## src/rtl/fp16_step_pipe.sv

```systemverilog
// fp16_step_pipe: 3-stage pipelined floating-point step unit, res = val +/- step.
// Truncating (round-toward-zero) arithmetic, subnormal operands and results flushed to +0.
// Build option: define FP16_STEP_SAT_EN to saturate overflow/Inf results to +/-max finite;
// otherwise they are produced as +/-Inf. out_ovf flags both cases.
// Stage map: S1 unpack/specials/swap/align, S2 add/sub, S3 normalise/pack (output register).

module fp16_step_pipe #(
    parameter int unsigned EXP_WIDTH = 5,
    parameter int unsigned MAN_WIDTH = 10,
    parameter int unsigned TAG_WIDTH = 8
) (
    input  logic                           clk,
    input  logic                           reset_l,
    input  logic                           in_valid,
    output logic                           in_ready,
    input  logic                           in_sub,
    input  logic [EXP_WIDTH+MAN_WIDTH:0]   in_val,
    input  logic [EXP_WIDTH+MAN_WIDTH:0]   in_step,
    input  logic [TAG_WIDTH-1:0]           in_tag,
    output logic                           out_valid,
    input  logic                           out_ready,
    output logic [EXP_WIDTH+MAN_WIDTH:0]   out_res,
    output logic [TAG_WIDTH-1:0]           out_tag,
    output logic                           out_ovf
);

    localparam int unsigned DATA_WIDTH = 1 + EXP_WIDTH + MAN_WIDTH;
    // Significand: hidden bit + mantissa + 2 guard bits; sum adds a carry bit.
    localparam int unsigned SIG_W = MAN_WIDTH + 3;
    localparam int unsigned SUM_W = MAN_WIDTH + 4;
    localparam int EXP_ALL_ONES = (1 << EXP_WIDTH) - 1;
    localparam logic [DATA_WIDTH-1:0] QNAN =
        {1'b0, {EXP_WIDTH{1'b1}}, {MAN_WIDTH{1'b0}}} | (DATA_WIDTH'(1) << (MAN_WIDTH - 1));

    // Value produced for overflow and for Inf operands.
    function automatic logic [DATA_WIDTH-1:0] ovf_value(input logic sign);
`ifdef FP16_STEP_SAT_EN
        return {sign, {(EXP_WIDTH - 1){1'b1}}, 1'b0, {MAN_WIDTH{1'b1}}};
`else
        return {sign, {EXP_WIDTH{1'b1}}, {MAN_WIDTH{1'b0}}};
`endif
    endfunction

    // Single global advance: every stage moves together or holds together.
    logic adv;
    assign adv      = !out_valid | out_ready;
    assign in_ready = adv;

    // ---------------- S1: unpack, specials, swap, align ----------------
    logic                  a_sign, b_sign;
    logic [EXP_WIDTH-1:0]  a_exp, b_exp;
    logic [MAN_WIDTH-1:0]  a_man, b_man;
    logic                  a_zero, b_zero, a_inf, b_inf, a_nan, b_nan, eff_sub;
    logic [EXP_WIDTH+MAN_WIDTH-1:0] a_mag, b_mag;
    logic [SIG_W-1:0]      a_sig, b_sig;

    logic                  s1_spec_d, s1_spec_ovf_d, s1_sign_d;
    logic [DATA_WIDTH-1:0] s1_spec_res_d;
    logic [EXP_WIDTH-1:0]  s1_exp_d, small_exp, exp_diff;
    logic [SIG_W-1:0]      s1_big_d, small_sig, s1_small_d;

    logic                  s1_valid_q, s1_spec_q, s1_spec_ovf_q, s1_sign_q, s1_sub_q;
    logic [DATA_WIDTH-1:0] s1_spec_res_q;
    logic [TAG_WIDTH-1:0]  s1_tag_q;
    logic [EXP_WIDTH-1:0]  s1_exp_q;
    logic [SIG_W-1:0]      s1_big_q, s1_small_q;

    assign a_sign  = in_val[DATA_WIDTH-1];
    assign a_exp   = in_val[MAN_WIDTH +: EXP_WIDTH];
    assign a_man   = in_val[MAN_WIDTH-1:0];
    assign b_sign  = in_step[DATA_WIDTH-1] ^ in_sub;
    assign b_exp   = in_step[MAN_WIDTH +: EXP_WIDTH];
    assign b_man   = in_step[MAN_WIDTH-1:0];
    assign eff_sub = a_sign ^ b_sign;

    assign a_zero = (a_exp == '0);
    assign b_zero = (b_exp == '0);
    assign a_inf  = (a_exp == '1) && (a_man == '0);
    assign b_inf  = (b_exp == '1) && (b_man == '0);
    assign a_nan  = (a_exp == '1) && (a_man != '0);
    assign b_nan  = (b_exp == '1) && (b_man != '0);

    // Flushed operands compare as zero magnitude.
    assign a_mag = a_zero ? '0 : in_val[EXP_WIDTH+MAN_WIDTH-1:0];
    assign b_mag = b_zero ? '0 : in_step[EXP_WIDTH+MAN_WIDTH-1:0];
    assign a_sig = a_zero ? '0 : {1'b1, a_man, 2'b00};
    assign b_sig = b_zero ? '0 : {1'b1, b_man, 2'b00};

    // Resolve special operands and order/align the finite path.
    always_comb begin
        s1_spec_d     = 1'b0;
        s1_spec_ovf_d = 1'b0;
        s1_spec_res_d = '0;
        if (a_nan || b_nan || (a_inf && b_inf && eff_sub)) begin
            s1_spec_d     = 1'b1;
            s1_spec_res_d = QNAN;
        end else if (a_inf || b_inf) begin
            s1_spec_d     = 1'b1;
            s1_spec_ovf_d = 1'b1;
            s1_spec_res_d = ovf_value(a_inf ? a_sign : b_sign);
        end

        if (a_mag >= b_mag) begin
            s1_sign_d = a_sign;
            s1_exp_d  = a_exp;
            s1_big_d  = a_sig;
            small_exp = b_exp;
            small_sig = b_sig;
        end else begin
            s1_sign_d = b_sign;
            s1_exp_d  = b_exp;
            s1_big_d  = b_sig;
            small_exp = a_exp;
            small_sig = a_sig;
        end
        exp_diff = s1_exp_d - small_exp;
        if (int'(exp_diff) >= int'(SIG_W)) begin
            s1_small_d = '0;
        end else begin
            s1_small_d = small_sig >> exp_diff;
        end
    end

    // S1 pipeline register.
    always_ff @(posedge clk or negedge reset_l) begin
        if (!reset_l) begin
            s1_valid_q    <= 1'b0;
            s1_spec_q     <= 1'b0;
            s1_spec_ovf_q <= 1'b0;
            s1_spec_res_q <= '0;
            s1_sign_q     <= 1'b0;
            s1_sub_q      <= 1'b0;
            s1_tag_q      <= '0;
            s1_exp_q      <= '0;
            s1_big_q      <= '0;
            s1_small_q    <= '0;
        end else if (adv) begin
            s1_valid_q    <= in_valid;
            s1_spec_q     <= s1_spec_d;
            s1_spec_ovf_q <= s1_spec_ovf_d;
            s1_spec_res_q <= s1_spec_res_d;
            s1_sign_q     <= s1_sign_d;
            s1_sub_q      <= eff_sub;
            s1_tag_q      <= in_tag;
            s1_exp_q      <= s1_exp_d;
            s1_big_q      <= s1_big_d;
            s1_small_q    <= s1_small_d;
        end
    end

    // ---------------- S2: add / subtract ----------------
    logic [SUM_W-1:0]      s2_sum_d, s2_sum_q;
    logic                  s2_valid_q, s2_spec_q, s2_spec_ovf_q, s2_sign_q;
    logic [DATA_WIDTH-1:0] s2_spec_res_q;
    logic [TAG_WIDTH-1:0]  s2_tag_q;
    logic [EXP_WIDTH-1:0]  s2_exp_q;

    // |big| >= |small| so the difference never goes negative.
    always_comb begin
        if (s1_sub_q) begin
            s2_sum_d = {1'b0, s1_big_q} - {1'b0, s1_small_q};
        end else begin
            s2_sum_d = {1'b0, s1_big_q} + {1'b0, s1_small_q};
        end
    end

    // S2 pipeline register.
    always_ff @(posedge clk or negedge reset_l) begin
        if (!reset_l) begin
            s2_valid_q    <= 1'b0;
            s2_spec_q     <= 1'b0;
            s2_spec_ovf_q <= 1'b0;
            s2_spec_res_q <= '0;
            s2_sign_q     <= 1'b0;
            s2_tag_q      <= '0;
            s2_exp_q      <= '0;
            s2_sum_q      <= '0;
        end else if (adv) begin
            s2_valid_q    <= s1_valid_q;
            s2_spec_q     <= s1_spec_q;
            s2_spec_ovf_q <= s1_spec_ovf_q;
            s2_spec_res_q <= s1_spec_res_q;
            s2_sign_q     <= s1_sign_q;
            s2_tag_q      <= s1_tag_q;
            s2_exp_q      <= s1_exp_q;
            s2_sum_q      <= s2_sum_d;
        end
    end

    // ---------------- S3: normalise, truncate, pack ----------------
    int unsigned           lzc;
    int                    exp_n;
    logic [SIG_W-1:0]      norm_sig;
    logic [MAN_WIDTH-1:0]  man_n;
    logic [DATA_WIDTH-1:0] res_d;
    logic                  ovf_d;

    logic                  out_valid_q, out_ovf_q;
    logic [DATA_WIDTH-1:0] out_res_q;
    logic [TAG_WIDTH-1:0]  out_tag_q;

    // Leading-zero count below the carry bit, then normalise and pack.
    always_comb begin
        lzc = SIG_W;
        for (int i = 0; i < int'(SIG_W); i++) begin
            if (s2_sum_q[i]) lzc = SIG_W - 1 - i;
        end
        norm_sig = '0;
        if (s2_sum_q[SUM_W-1]) begin
            exp_n = int'(s2_exp_q) + 1;
            man_n = MAN_WIDTH'(s2_sum_q >> 3);
        end else begin
            norm_sig = s2_sum_q[SIG_W-1:0] << lzc;
            exp_n    = int'(s2_exp_q) - int'(lzc);
            man_n    = MAN_WIDTH'(norm_sig >> 2);
        end

        res_d = '0;
        ovf_d = 1'b0;
        if (s2_spec_q) begin
            res_d = s2_spec_res_q;
            ovf_d = s2_spec_ovf_q;
        end else if (s2_sum_q == '0 || exp_n <= 0) begin
            res_d = '0;
        end else if (exp_n >= EXP_ALL_ONES) begin
            res_d = ovf_value(s2_sign_q);
            ovf_d = 1'b1;
        end else begin
            res_d = {s2_sign_q, EXP_WIDTH'(exp_n), man_n};
        end
    end

    // Output register; data only reloads for valid results so bubbles keep it stable.
    always_ff @(posedge clk or negedge reset_l) begin
        if (!reset_l) begin
            out_valid_q <= 1'b0;
            out_res_q   <= '0;
            out_tag_q   <= '0;
            out_ovf_q   <= 1'b0;
        end else if (adv) begin
            out_valid_q <= s2_valid_q;
            if (s2_valid_q) begin
                out_res_q <= res_d;
                out_tag_q <= s2_tag_q;
                out_ovf_q <= ovf_d;
            end
        end
    end

    assign out_valid = out_valid_q;
    assign out_res   = out_res_q;
    assign out_tag   = out_tag_q;
    assign out_ovf   = out_ovf_q;

endmodule

```

## config.mk

```make
export PLATFORM = sky130hd
export DESIGN_NAME = fp16_step_pipe
export DESIGN_NICKNAME = d
export VERILOG_FILES = /design/src/rtl/fp16_step_pipe.sv
export SDC_FILE = /design/constraint.sdc
export NUM_CORES = 1
export LEC_CHECK = 0
export CAP_MARGIN = 20
export CORE_ASPECT_RATIO = 2
export CORE_MARGIN = 1.5
export CORE_UTILIZATION = 40
export DETAILED_ROUTE_END_ITERATION = 8
export GPL_TIMING_DRIVEN = 0
export PLACE_DENSITY = 0.59
export SYNTH_ARGS = -nofsm -noshare
export SYNTH_HDL_FRONTEND = slang
export SYNTH_SLANG_ARGS = --single-unit
```

## constraint.sdc

```tcl
create_clock -name clk -period 9 [get_ports clk]
set_clock_uncertainty 0.05 [all_clocks]
set_input_delay 0.9 -clock clk [delete_from_list [all_inputs] [get_ports clk]]
set_output_delay 0.9 -clock clk [all_outputs]
set_load 0.05 [all_outputs]
```

==> key figures <==
Synth
  – Number of synthesized flops with an enable pin: 0
  – #FFs+latches synth: 103
  – Synth top cells by count: nand2_1, dfrtp_1, a21oi_1, nor2_1, o21ai_0
  – Synth area leaders: dfrtp_1, nand2_1, ha_1
  – Yosys warning count: 0
  – Synth top area share: 35.6%
  – Sequential area share after synthesis: 35.6%
  – Ys async rst share: 100%
  – Post-Syn Area: 7230 um2
  – Syn avg cell area: 8.21 um2
  – Syn_nets: 961
  – Most frequent cell after synthesis: nand2_1
  – Yosys cell types: 70
  – Syn Inst Count: 881
  – Most used DFF post-synth: dfrtp_1
  – Largest area contributor in the netlist: dfrtp_1

Routing
  – Drt via density: 5.63
  – 1st-iter DRT viols: 221
  – Detail Route Antenna Nets: 0
  – Post-Route WL: 21600 um
  – Per-cell routed wire length: 18.4 um
  – DRC Markers: 0
  – Routed wl met2: 12500 um
  – Uppermost layer routed: met4
  – Met1 Wirelength: 7280 um
  – Total number of vias: 6617
  – Met3 wire len: 388 um
  – First drt pass iteration count: 4

Setup path
  – Data required time at the worst endpoint: 9190 ps
  – Critical path capture point type: register
  – CP Class: in2reg
  – Critical-path maximum fanout: 10
  – CP Launch Type: input pin
  – Critical Path AT: 7860 ps

Timing
  – RSZ-0062 raised after global routing: false
  – Maximum clock rate: 130 MHz
  – Final period util: 85.2%
  – Setup TNS: 0 ps
  – Min cycle time layout: 7670 ps
  – Worst rel slew slack: 34.9%
  – Slew Limit Fails: 0
  – Slew of the pin with the lowest slew margin: 951 ps
  – Final hold viol count: 0
  – Final-report setup violation count: 0

Clock tree
  – CTS max path bufs: 2
  – Sinks on Clock Net: 103
  – Hold-fix buffers at CTS: 0
  – Setup Buffers After CTS: 0
  – Clk slew on worst S/H paths: 70 ps
  – Skew-Pair Late Insertion Delay: 360 ps
  – Number of CTS-inserted buffers: 9
  – CTS Root Buffer Type: clkbuf_16
  – CTS tree: built
  – Post-CTS Resized: 0
  – H-tree Lvls: 3

Die
  – Core ar.: 17700 um2
  – Row count: 69
  – IO Pins: 72
  – Die Y: 193 um
  – Die X: 98.1 um
  – Initial Utilization: 40.9%
  – Die area: 18900 um2

Power
  – Pwr dens: 340 nW/um2
  – Pint: 0.00153 W
  – Maximum vdd drop: 0.116 mV
  – Combinational cell fraction of total power: 59.7%
  – Sequential share of power: 26.4%
  – Cell leakage power: 3.78 nW
  – Clock share of power: 13.9%
  – Switch share: 46.8%
  – Net Switching: 0.00135 W
  – Overall power: 0.00288 W

Global routing
  – Total grt overflow: 0
  – Number of global-route vias before repair: 6757
  – Total track usage: 23.6%
  – Largest net degree at the start of global routing: 65
  – First-pass GRT wire length: 34600 um
  – Antenna violations before repair: 0

Run status
  – Outcome: finished clean

Finish
  – Final core utilization: 47.9%
  – Fillers: 1804
  – Storage element area: 2580 um2
  – Share of cells above drive strength 1: 6.33%
  – Number of antenna diodes: 0
  – Multi-input logic area: 4300 um2
  – Fin nets: 1039
  – Area grow syn2layout: 17.3%

Hold path
  – Worst hold path type: reg2reg

Placement
  – Routability congestion estimate: 0.952
  – Final HPWL DP: 17500 um
  – PortBufs: 66

Run
  – Max cap viols: 0
-- layer usage --
metal  up-vias  track usage [%]
li1       3256                -
met1      3140             20.8
met2       151             48.9
met3        70             2.24
met4         0             15.4
met5         -                0
-- path summary, 6_finish.rpt --
| kind | from | endpoint | slack [ps] | depth (start not counted) |
|---|---|---|---|---|
| hold reg to reg | s2_tag_q[4] | s2_tag_q[4] | 410 | 2 |
| max in group asynchronous | reset_l | s2_tag_q[4] | 7710 | 2 |
| min in group asynchronous | reset_l | s1_valid_q | 470 | 1 |
| setup / recovery | in_step[13] | s1_small_q[2] | 1330 | 21 |
| setup reg to reg | s2_sum_q[10] | out_res[3] | 3840 | 20 |
| hold / removal | s2_tag_q[4] | s2_tag_q[4] | 410 | 2 |
-- worst max-delay path, cell delays in order --
cell and delay (ps):
clkdlybuf4s50_1 560, inv_1 140, nand4_1 310, clkbuf_1 400, buf_2 310, nand2_1 140
ha_1 340, nand4_1 90, o21ai_0 580, a21o_1 320, buf_1 480, clkbuf_1 540
mux2i_1 270, ha_1 180, a21oi_1 90, maj3_1 390, maj3_1 360, mux2i_1 220
mux2i_2 610, nor3_1 200, a221o_1 410
-- through the flow --
stage	worst slack (ps)	std cells	hold WS [ps]	area, um2
after floorplan	3070	881	381	7230
after global placement	897	1160	397	8160
after detailed placement	894	1161	404	8180
after CTS	1270	1176	419	8480
after global routing	870	1176	433	8480
final	1330	1176	413	8480
-- final cells by class --
| cell class | count | share of cell area (%) |
|---|---|---|
| multi-input combinational | 691 | 50.7 |
| sequential | 103 | 30.4 |
| timing repair buffer | 67 | 8.08 |
| tap | 213 | 3.14 |
| clock buffer | 12 | 3.02 |
| buffer | 54 | 2.67 |
| inverter | 33 | 1.46 |
| clock inverter | 3 | 0.502 |
-- power groups by stage --
stage	clock, W	sequential [W]	combinational (W)
5_1_grt	0.000421	0.000786	0.00191
3_5_place_dp	0	0.000771	0.00172
2_1_floorplan	0	0.000907	0.00110
6_report	0.000400	0.000761	0.00172
4_1_cts	0.000408	0.000762	0.00173
3_3_place_gp	0	0.000765	0.00170
-- layout by cell type, fill, tap and decap left out, types with 4 or more instances in the layout --
cell type / Yosys / final
a211oi_1: 9 / 9
a21o_1: 8 / 8
a21oi_1: 79 / 79
a221o_1: 4 / 4
a221oi_1: 4 / 4
a22o_1: 5 / 5
a22oi_1: 5 / 5
a31oi_1: 9 / 9
a32o_1: 4 / 4
and2_1: 10 / 10
buf_2: 7 / 7
clkbuf_1: 42 / 43
clkbuf_16: 0 / 9
clkdlybuf4s50_1: 0 / 65
dfrtp_1: 103 / 103
ha_1: 34 / 34
inv_1: 30 / 30
maj3_1: 4 / 4
mux2_2: 18 / 18
mux2i_1: 35 / 35
nand2_1: 161 / 161
nand2b_1: 7 / 7
nand3_1: 22 / 22
nor2_1: 79 / 79
nor2b_1: 10 / 10
nor3_1: 10 / 10
nor4_1: 8 / 8
o21a_1: 6 / 6
o21ai_0: 63 / 63
o21bai_1: 4 / 4
or3_1: 4 / 4
or4_1: 4 / 4
xnor2_1: 21 / 21
xor2_1: 12 / 12
-- cells by family after synthesis --
family | Yosys count | share of synthesized area [%]
AND/OR/NAND/NOR | 333 | 20.5
AO/OA/AOI/OAI | 229 | 19.6
flip-flops | 103 | 35.6
buffers and inverters | 87 | 4.85
multiplexers | 57 | 8.77
adder cells (fa/ha/maj) | 39 | 6.71
XOR/XNOR | 33 | 4.00
-- flip-flops by register name, summed over array words and instances, names as in the netlist, 2 cells and up --
signal         flops
s2_sum_q          14
out_tag            8
out_res           16
s2_tag_q           8
s1_exp_q           5
s1_small_q        13
s1_spec_res_q      2
s2_exp_q           5
s1_big_q          11
s2_spec_res_q      2
s1_tag_q           8
Note: power is estimated with default switching activity, not from simulation.
